## config.mk

```make
export PLATFORM = sky130hd
export DESIGN_NAME = alu_seq
export DESIGN_NICKNAME = d
export VERILOG_FILES = /design/src/rtl/alu_pkg.sv /design/src/rtl/alu_comb.sv /design/src/rtl/alu_seq.sv
export SDC_FILE = /design/constraint.sdc
export NUM_CORES = 1
export LEC_CHECK = 0
export ABC_CLOCK_PERIOD_IN_PS = 5310
export BUFFER_PORTS_ARGS = -buffer_cell sky130_fd_sc_hd__clkbuf_2
export CAP_MARGIN = 15
export CORE_ASPECT_RATIO = 1.75
export CORE_UTILIZATION = 40
export DETAILED_ROUTE_END_ITERATION = 12
export PLACE_DENSITY = 0.53
export SLEW_MARGIN = 15
export SYNTH_ARGS = -nofsm -noshare
export SYNTH_HDL_FRONTEND = slang
export SYNTH_SLANG_ARGS = --single-unit
```

## constraint.sdc

```tcl
create_clock -name clk -period 5.31 [get_ports clk]
set_input_delay 0 -clock clk [delete_from_list [all_inputs] [get_ports clk]]
set_output_delay 0 -clock clk [all_outputs]
set_load 0.1 [all_outputs]
```

## src/rtl/alu_pkg.sv

```systemverilog
// Shared definitions for the multi-cycle ALU: operation encodings, FSM states
// and NZCV flag bit positions.
package alu_pkg;

  typedef enum logic [2:0] {
    ALU_ADD  = 3'b000,
    ALU_SUB  = 3'b001,
    ALU_AND  = 3'b010,
    ALU_ORR  = 3'b011,
    ALU_EOR  = 3'b100,
    ALU_MUL  = 3'b101,
    ALU_UDIV = 3'b110,
    ALU_RSVD = 3'b111
  } alu_op_e;

  typedef enum logic [1:0] {
    IDLE,
    CALC,
    DONE
  } state_e;

  localparam int FLAG_N = 3;
  localparam int FLAG_Z = 2;
  localparam int FLAG_C = 1;
  localparam int FLAG_V = 0;

  function automatic logic is_multi_cycle(alu_op_e op);
    return (op == ALU_MUL) || (op == ALU_UDIV);
  endfunction

endpackage

```

## src/rtl/alu_comb.sv

```systemverilog
// Single-cycle ADD/SUB/AND/ORR/EOR datapath with NZCV generation; any other
// opcode yields a zero result.
module alu_comb
  import alu_pkg::*;
#(
  parameter int WIDTH = 32
) (
  input  logic [WIDTH-1:0] a,
  input  logic [WIDTH-1:0] b,
  input  alu_op_e          op,
  output logic [WIDTH-1:0] result,
  output logic [3:0]       flags
);

  logic [WIDTH-1:0] b_eff;
  logic [WIDTH:0]   sum;

  // SUB is ADD of the inverted operand with a carry-in of one
  always_comb begin
    b_eff  = op[0] ? ~b : b;
    sum    = {1'b0, a} + {1'b0, b_eff} + {{WIDTH{1'b0}}, op[0]};
    result = '0;
    flags  = '0;
    unique case (op)
      ALU_ADD, ALU_SUB: begin
        result         = sum[WIDTH-1:0];
        flags[FLAG_C]  = sum[WIDTH];
        flags[FLAG_V]  = ~(a[WIDTH-1] ^ b_eff[WIDTH-1]) & (a[WIDTH-1] ^ sum[WIDTH-1]);
      end
      ALU_AND: result = a & b;
      ALU_ORR: result = a | b;
      ALU_EOR: result = a ^ b;
      default: result = '0;
    endcase
    flags[FLAG_N] = result[WIDTH-1];
    flags[FLAG_Z] = (result == '0);
  end

endmodule

```

## src/rtl/alu_seq.sv

```systemverilog
// Multi-cycle ALU with start/busy/done handshake: single-cycle logic ops,
// iterative shift-add multiply and restoring unsigned divide.
module alu_seq
  import alu_pkg::*;
#(
  parameter int WIDTH = 32
) (
  input  logic             clk,
  input  logic             reset_n,
  input  logic             start,
  input  logic [WIDTH-1:0] a,
  input  logic [WIDTH-1:0] b,
  input  logic [2:0]       ALUControl,
  output logic             busy,
  output logic             done,
  output logic [WIDTH-1:0] Result,
  output logic [3:0]       ALUFlags,
  output logic             DivByZero
);

  localparam int CNT_W = $clog2(WIDTH);
  localparam logic [CNT_W-1:0] LAST_CNT = CNT_W'(WIDTH - 1);

  state_e           state_q, state_d;
  logic [CNT_W-1:0] cnt_q, cnt_d;
  alu_op_e          op_q, op_d;
  logic [WIDTH-1:0] opa_q, opa_d;
  logic [WIDTH-1:0] opb_q, opb_d;
  logic [WIDTH-1:0] acc_q, acc_d;
  logic [WIDTH-1:0] result_q, result_d;
  logic [3:0]       flags_q, flags_d;
  logic             div_zero_q, div_zero_d;

  alu_op_e          op_in;
  logic [WIDTH-1:0] comb_result;
  logic [3:0]       comb_flags;
  logic [WIDTH:0]   rem_shift;
  logic [WIDTH-1:0] trial_result;
  logic [3:0]       trial_flags;
  logic             unused_trial_flags;
  logic             fits;
  logic [WIDTH-1:0] mul_acc, div_quot, div_rem, fin_result;
  logic             fin_div_zero;

  assign op_in = alu_op_e'(ALUControl);

  alu_comb #(.WIDTH(WIDTH)) u_single (
    .a      (a),
    .b      (b),
    .op     (op_in),
    .result (comb_result),
    .flags  (comb_flags)
  );

  // Divide step: opa_q shifts the dividend out MSB-first while the quotient
  // bits shift in at the bottom; acc_q holds the partial remainder.
  assign rem_shift = {acc_q, opa_q[WIDTH-1]};

  alu_comb #(.WIDTH(WIDTH)) u_trial (
    .a      (rem_shift[WIDTH-1:0]),
    .b      (opb_q),
    .op     (ALU_SUB),
    .result (trial_result),
    .flags  (trial_flags)
  );

  assign unused_trial_flags = ^{trial_flags[FLAG_N], trial_flags[FLAG_Z], trial_flags[FLAG_V]};
  assign fits         = rem_shift[WIDTH] | trial_flags[FLAG_C];
  assign div_quot     = {opa_q[WIDTH-2:0], fits};
  assign div_rem      = fits ? trial_result : rem_shift[WIDTH-1:0];
  assign mul_acc      = acc_q + (opb_q[0] ? opa_q : '0);
  assign fin_div_zero = (op_q == ALU_UDIV) && (opb_q == '0);
  assign fin_result   = (op_q == ALU_MUL) ? mul_acc : (fin_div_zero ? '1 : div_quot);

  always_ff @(posedge clk or negedge reset_n) begin
    if (!reset_n) begin
      state_q <= IDLE;
    end else begin
      state_q <= state_d;
    end
  end

  always_comb begin
    state_d = state_q;
    unique case (state_q)
      IDLE:    if (start) state_d = is_multi_cycle(op_in) ? CALC : DONE;
      CALC:    if (cnt_q == LAST_CNT) state_d = DONE;
      DONE:    state_d = IDLE;
      default: state_d = IDLE;
    endcase
  end

  always_comb begin
    busy = (state_q != IDLE);
    done = (state_q == DONE);
  end

  always_comb begin
    cnt_d      = cnt_q;
    op_d       = op_q;
    opa_d      = opa_q;
    opb_d      = opb_q;
    acc_d      = acc_q;
    result_d   = result_q;
    flags_d    = flags_q;
    div_zero_d = div_zero_q;
    unique case (state_q)
      IDLE: begin
        if (start) begin
          if (is_multi_cycle(op_in)) begin
            op_d  = op_in;
            opa_d = a;
            opb_d = b;
            acc_d = '0;
            cnt_d = '0;
          end else begin
            result_d   = comb_result;
            flags_d    = comb_flags;
            div_zero_d = 1'b0;
          end
        end
      end
      CALC: begin
        cnt_d = cnt_q + 1'b1;
        if (op_q == ALU_MUL) begin
          acc_d = mul_acc;
          opa_d = opa_q << 1;
          opb_d = opb_q >> 1;
        end else begin
          acc_d = div_rem;
          opa_d = div_quot;
        end
        if (cnt_q == LAST_CNT) begin
          result_d   = fin_result;
          flags_d    = {fin_result[WIDTH-1], (fin_result == '0), 1'b0, fin_div_zero};
          div_zero_d = fin_div_zero;
        end
      end
      default: ;
    endcase
  end

  always_ff @(posedge clk or negedge reset_n) begin
    if (!reset_n) begin
      cnt_q      <= '0;
      op_q       <= ALU_ADD;
      opa_q      <= '0;
      opb_q      <= '0;
      acc_q      <= '0;
      result_q   <= '0;
      flags_q    <= '0;
      div_zero_q <= 1'b0;
    end else begin
      cnt_q      <= cnt_d;
      op_q       <= op_d;
      opa_q      <= opa_d;
      opb_q      <= opb_d;
      acc_q      <= acc_d;
      result_q   <= result_d;
      flags_q    <= flags_d;
      div_zero_q <= div_zero_d;
    end
  end

  assign Result    = result_q;
  assign ALUFlags  = flags_q;
  assign DivByZero = div_zero_q;

endmodule

```

==> results of run 1 <==
-- per-layer routing --
layer  vias up  routed length (µm)  track usage [%]
li1       7193                   -                -
met1      7247               22900             35.5
met2       443               27900             51.1
met3        98                2140             2.68
met4         0                2150             11.7
met5         -                   0                0
-- worst max-delay path: stages, from the launching register on --
cell       delay, ns
dfrtp_1         0.45
buf_4           0.33
and2_1          0.18
ha_1            0.29
a21oi_1         0.57
o2111ai_1       0.48
a31oi_1         0.29
o21ai_1         0.21
a2111oi_0       0.60
nand4_1         0.27
nor2_1          0.21
nand4b_1        0.11
or4_1           0.52
o211ai_1        0.18
-- through the flow --
step	cells	setup slack, ns	hold WS (ns)
after floorplan	1937	0.848	-0.296
final	2503	0.488	0.0263
after CTS	2503	0.538	0.00960
after detailed placement	2438	0.599	0.163
after global placement	2438	0.652	0.155
after global routing	2503	0.175	0.0306
-- where the power goes --
part	internal (mW)	switching, mW	total [mW]
clock network	0.649	0.532	1.18
logic	2.23	4.65	6.89
registers	1.57	0.635	2.21
-- flip-flops by register name, summed over array words and instances (netlist names) --
| name | cells |
|---|---|
| acc_q | 32 |
| state_q | 2 |
| DivByZero | 1 |
| op_q | 3 |
| Result | 32 |
| ALUFlags | 3 |
| cnt_q | 5 |
| opa_q | 32 |
| opb_q | 32 |
-- layout make-up --
type / count / area, µm² / share of cell area [%]
multi-input combinational: 1548 / 10600 / 62.8
tap: 475 / 594 / 3.51
clock inverter: 15 / 135 / 0.797
inverter: 144 / 541 / 3.19
timing repair buffer: 162 / 1060 / 6.27
sequential: 142 / 3550 / 21.0
clock buffer: 17 / 425 / 2.51
-- worst max path at each step --
| stage | start | depth (start not counted) | end |
|---|---|---|---|
| 2_1_floorplan | ALUControl[0] | 18 | ALUFlags[2] |
| 3_3_place_gp | opb_q[0] | 13 | ALUFlags[2] |
| 3_5_place_dp | opb_q[0] | 13 | ALUFlags[2] |
| 4_1_cts | opb_q[0] | 13 | ALUFlags[2] |
| 5_1_grt | opb_q[0] | 13 | ALUFlags[2] |
| 6_report | opb_q[0] | 13 | ALUFlags[2] |
-- cells in the final DEF (no fill, tap or decap), drive strengths merged, types with 12 or more instances in the layout --
cell type / instances
nor2: 221
ha: 169
a21oi: 157
nand2: 150
inv: 148
dfrtp: 142
o21ai: 125
clkbuf: 123
xor2: 63
a211oi: 60
o211ai: 47
a21o: 46
and2: 45
xnor2: 44
o22ai: 35
dlygate4sd3: 33
nand3: 29
a31oi: 28
nand4: 26
o21a: 25
buf: 23
nor3: 21
nand2b: 17
mux2i: 16
nor4: 15
o221ai: 14
a32o: 14
nor2b: 13
a22oi: 12
-- cells by family after synthesis --
| family | Yosys count | share of synthesized area, % |
|---|---|---|
| compound gates | 661 | 29.8 |
| xor+xnor | 107 | 6.22 |
| fa+ha+maj | 172 | 14.4 |
| buf+inv | 247 | 6.19 |
| flops | 142 | 23.6 |
| mux | 20 | 1.39 |
| simple gates | 588 | 18.4 |
-- timing repair --
item                       CTS  global route
setup endpoints to repair    0             0
hold buffers                33             0
hold endpoints to repair   125             0
buffers inserted             0             0
==> flow_summary.toml, run 1 <==
[global_route]
grt_start_max_net_pins = 95
global_route.overflow_total = 0
globalRouteTotalUtil_pct = 28.9
initial_antenna_violation_count = 0
vias_in_the_first_global_route = 14938
grt_pass1_wl_mm = 85.4

[cts]
clk_latency_ns = 0.44
clk_transition_reported_paths_ns = 0.07
ctsRootBufferMaster = "clkbuf_16"
numClockSinks = 142
ctsLongestPathBuffers = 2
cts_buffers = 17
tritoncts = "built"
ctsHtreeMaxLevel = 4
postCtsResizedCells = 0

[synthesis]
post-synth-top-area-fraction_pct = 23.6
syn_inst = 1937
netlist-cell-type-count = 91
yosys_most_used_dff = "dfrtp_1"
ys_ff_latch = 142
avgSynthCellArea_um2 = 7.78
synth.top_cells.by_count = "221 x nor2_1, 169 x ha_1, 154 x a21oi_1"
synth-edff-count = 0
yosysTopAreaCell = "dfrtp_1"
synth_fp_nets = 2179
synthMostInstantiatedCell = "nor2_1"
synth_top_cells_by_area = "dfrtp_1 24%, ha_1 14%, nor2_1 5.5%, a21oi_1 5.1%, o21ai_0 3.8%"
synth_sequential_area_ratio_pct = 23.6
async_flop_share_pct = 100
synthesis.area_um2 = 15100
synth.yosys.warnings = 0

[place]
place_hpwl_mm = 43.7
placedInstanceArea_um2 = 16100
globalplace.congestion = 0.911
portBuffers = 108

[finish]
n_antenna_cell = 0
finalNetCount = 2257
layout.core_utilization_pct = 45.8
post_route_cells_drive_above_1_share_pct = 10.5
syn2layout_area_growth_pct = 12.5
final_area_um2 = 17000
fillers = 3825

[floorplanning]
die_h_um = 259
design.die.area_um2 = 38500
initial_core_util_pct = 40.7
rows = 93
top_level_ports = 109
core_um2 = 37000
die_boundary_width_um = 149

[power_and_ir_drop]
total_leakage_power_nw = 7.79
design_power_total_mw = 10.3
vdd.ir_drop.worst_uv = 350
pwr_density_cell_nw_per_um2 = 606

[worst_setup_path]
worstPathMaxFanout = 30
critical_path_required_time_ns = 5.66
reg2reg_setup_slack_ns = 0.49
reg2reg_depth = 13
timing.rr.start = "opb_q[0]"
r2r-end = "ALUFlags[2]"
setup.worst_path.class = "flop to flop"
startpoint_type = "flop"
nature_of_the_critical_path_endpoint = "flop"
critical_path_arrival_ns = 5.17

[sta]
worst-slew-pin-transition_ns = 1.11
setup-violations-final = 0
fin_worst_skew_ns = 0.0124
slew_viol_final = 0
timing.final.crit_period_ns = 4.82
maxSlewHeadroom_pct = 25.7
max_freq_mhz = 207
hold_violations = 0
setup_repair_after_global_routing_missed_its_margin = "false"
tns_ns = 0
period_share_pct = 90.8

[drt]
drt-pass1-iter-count = 6
route.final.wire_length_mm = 55.1
avgRoutedWirePerCell_um = 22.0
via_count = 14981
drt-vias-per-instance = 5.99
drc = 0
ant_nets = 0
drt_iter0_markers = 1023

[hold_path]
hold_start = "start"
holdPathEnd = "Result[26]"
worst_hold_path.num_cells = 3
worstHoldPathType = "input pin to flop"

[job]
drv.max_cap_violation_count = 0

[run_status]
status = "finished clean"
Power figures use the tool's default switching activity.
==> inputs of run 2 (changes only) <==
- PLACE_DENSITY: 0.53 -> 0.52
- SYNTH_HIERARCHICAL: default -> 1
==> flow_summary.toml, run 2 <==
[cts]
ctsRootBufferMaster = "clkbuf_16"
cts-hold-fix-buffers = 58
ctsLongestPathBuffers = 2
clk_transition_reported_paths_ns = 0.07
clk_latency_ns = 0.45
numClockSinks = 143
cts_buffers = 17
ctsHtreeMaxLevel = 4
tritoncts = "built"
post_cts_buffers = 0
postCtsResizedCells = 0

[finish]
post_route_cells_drive_above_1_share_pct = 9.32
final_area_um2 = 20200
syn2layout_area_growth_pct = 12.8
layout.core_utilization_pct = 45.7
n_antenna_cell = 0
finalNetCount = 2750
layout.cells.most_common_list = "280 x nand2_1, 233 x ha_1, 194 x o21ai_0"
layout_commonest_cell = "nand2_1"

[power_and_ir_drop]
seqPwrFrac_pct = 20.3
internal_power_mw = 4.89
sw_frac_of_total_pct = 57.0
power.clock.fraction_pct = 10.9
p_comb_share_pct = 68.8
vdd.ir_drop.worst_uv = 374
design_power_total_mw = 11.4
pwr_density_cell_nw_per_um2 = 564
switchingPower_mw = 6.48
total_leakage_power_nw = 9.43

[place]
placedInstanceArea_um2 = 19000
place_hpwl_mm = 52.1
portBuffers = 108
globalplace.congestion = 0.902

[sta]
setup_repair_after_global_routing_missed_its_margin = "false"
finalHoldWorstSlack_ns = 0.0263
slew_viol_final = 0
worst-slew-pin-transition_ns = 1.02
hold_violations = 0
fin_worst_skew_ns = 0.0154
max_freq_mhz = 202
timing.final.crit_period_ns = 4.95
maxSlewHeadroom_pct = 31.8
setup-violations-final = 0
tns_ns = 0
period_share_pct = 93.2

[floorplanning]
die_h_um = 282
die_boundary_width_um = 162
core_um2 = 44200
initial_core_util_pct = 40.5
design.die.area_um2 = 45600
rows = 102
top_level_ports = 109

[worst_setup_path]
critical_path_required_time_ns = 5.68
worstPathMaxFanout = 3
reg2reg_setup_slack_ns = 0.36
startpoint_type = "flop"
setup.worst_path.class = "flop to flop"
nature_of_the_critical_path_endpoint = "flop"
critical_path_arrival_ns = 5.31
timing.rr.start = "opb_q[0]"
critical_path_start = "opb_q[0]"

[drt]
drt-pass1-iter-count = 5
drt_iter0_markers = 1052
via_count = 17656
avgRoutedWirePerCell_um = 21.8
drt-vias-per-instance = 5.83
drc = 0
route.final.wire_length_mm = 65.9
ant_nets = 0

[global_route]
globalRouteTotalUtil_pct = 29.0
initial_antenna_violation_count = 0
vias_in_the_first_global_route = 17406
grt_start_max_net_pins = 94
global_route.overflow_total = 0
grt_pass1_wl_mm = 101

[job]
drv.max_cap_violation_count = 0

[synthesis]
avgSynthCellArea_um2 = 7.63
synth.yosys.warnings = 6
syn_inst = 2345
synthesis.area_um2 = 17900

[hold_path]
hold_start = "b[24]"
worstHoldPathType = "input pin to flop"

[run_status]
status = "finished clean"
-- run 2: final cells by class --
type | count | area [µm²]
clock buffer | 19 | 443
sequential | 143 | 3580
multi-input combinational | 1898 | 13200
tap | 572 | 716
timing repair buffer | 208 | 1470
inverter | 176 | 661
clock inverter | 13 | 140
fill | 4560 | 24000
-- run 2: power groups by stage --
stage	clock [mW]	sequential, mW	combinational (mW)
3_3_place_gp	0	2.30	7.64
3_5_place_dp	0	2.32	7.71
5_1_grt	1.31	2.39	8.56
2_1_floorplan	0	3.01	4.80
6_report	1.24	2.31	7.82
4_1_cts	1.27	2.30	7.79
-- run 2: final timing paths --
| path | endpoint | depth (start not counted) |
|---|---|---|
| max reg2reg | ALUFlags[2] | 22 |
| max | ALUFlags[2] | 22 |
| min in group asynchronous | opb_q[2] | 2 |
| max in group asynchronous | acc_q[7] | 3 |
| min | opb_q[24] | 3 |
| min reg2reg | Result[6] | 2 |
-- run 2: per-layer routing --
metal / vias to the layer above / global-route usage (%) / share of wire [%]
met5: - / 0 / 0
met4: 0 / 12.2 / 3.9
met3: 92 / 2.41 / 3.1
met2: 411 / 52.9 / 51
met1: 8506 / 34.5 / 42
li1: 8647 / - / -
-- run 2: through the flow --
stage	cells	worst slack, ns
2_1_floorplan	2354	0.0313
3_3_place_gp	2939	0.422
3_5_place_dp	2939	0.401
4_1_cts	3029	0.334
6_report	3029	0.364
5_1_grt	3029	0.0521
-- run 2: worst max-delay path: stages (launching register included) --
cell and delay (ns):
dfrtp_1 0.37, mux2i_1 0.24, inv_1 0.09, fa_1 0.41, a21o_1 0.22, a221oi_4 0.37
o211ai_2 0.17, o21a_1 0.27, a31oi_4 0.24, o21ai_0 0.17, a21o_1 0.21, a21oi_1 0.13
nor2_1 0.07, or2_2 0.36, nor4_1 0.19, a22oi_1 0.11, a211oi_1 0.24, o2111ai_1 0.15
nor4b_1 0.28, buf_4 0.18, and4b_1 0.19, nand4_1 0.09, o21ai_1 0.09
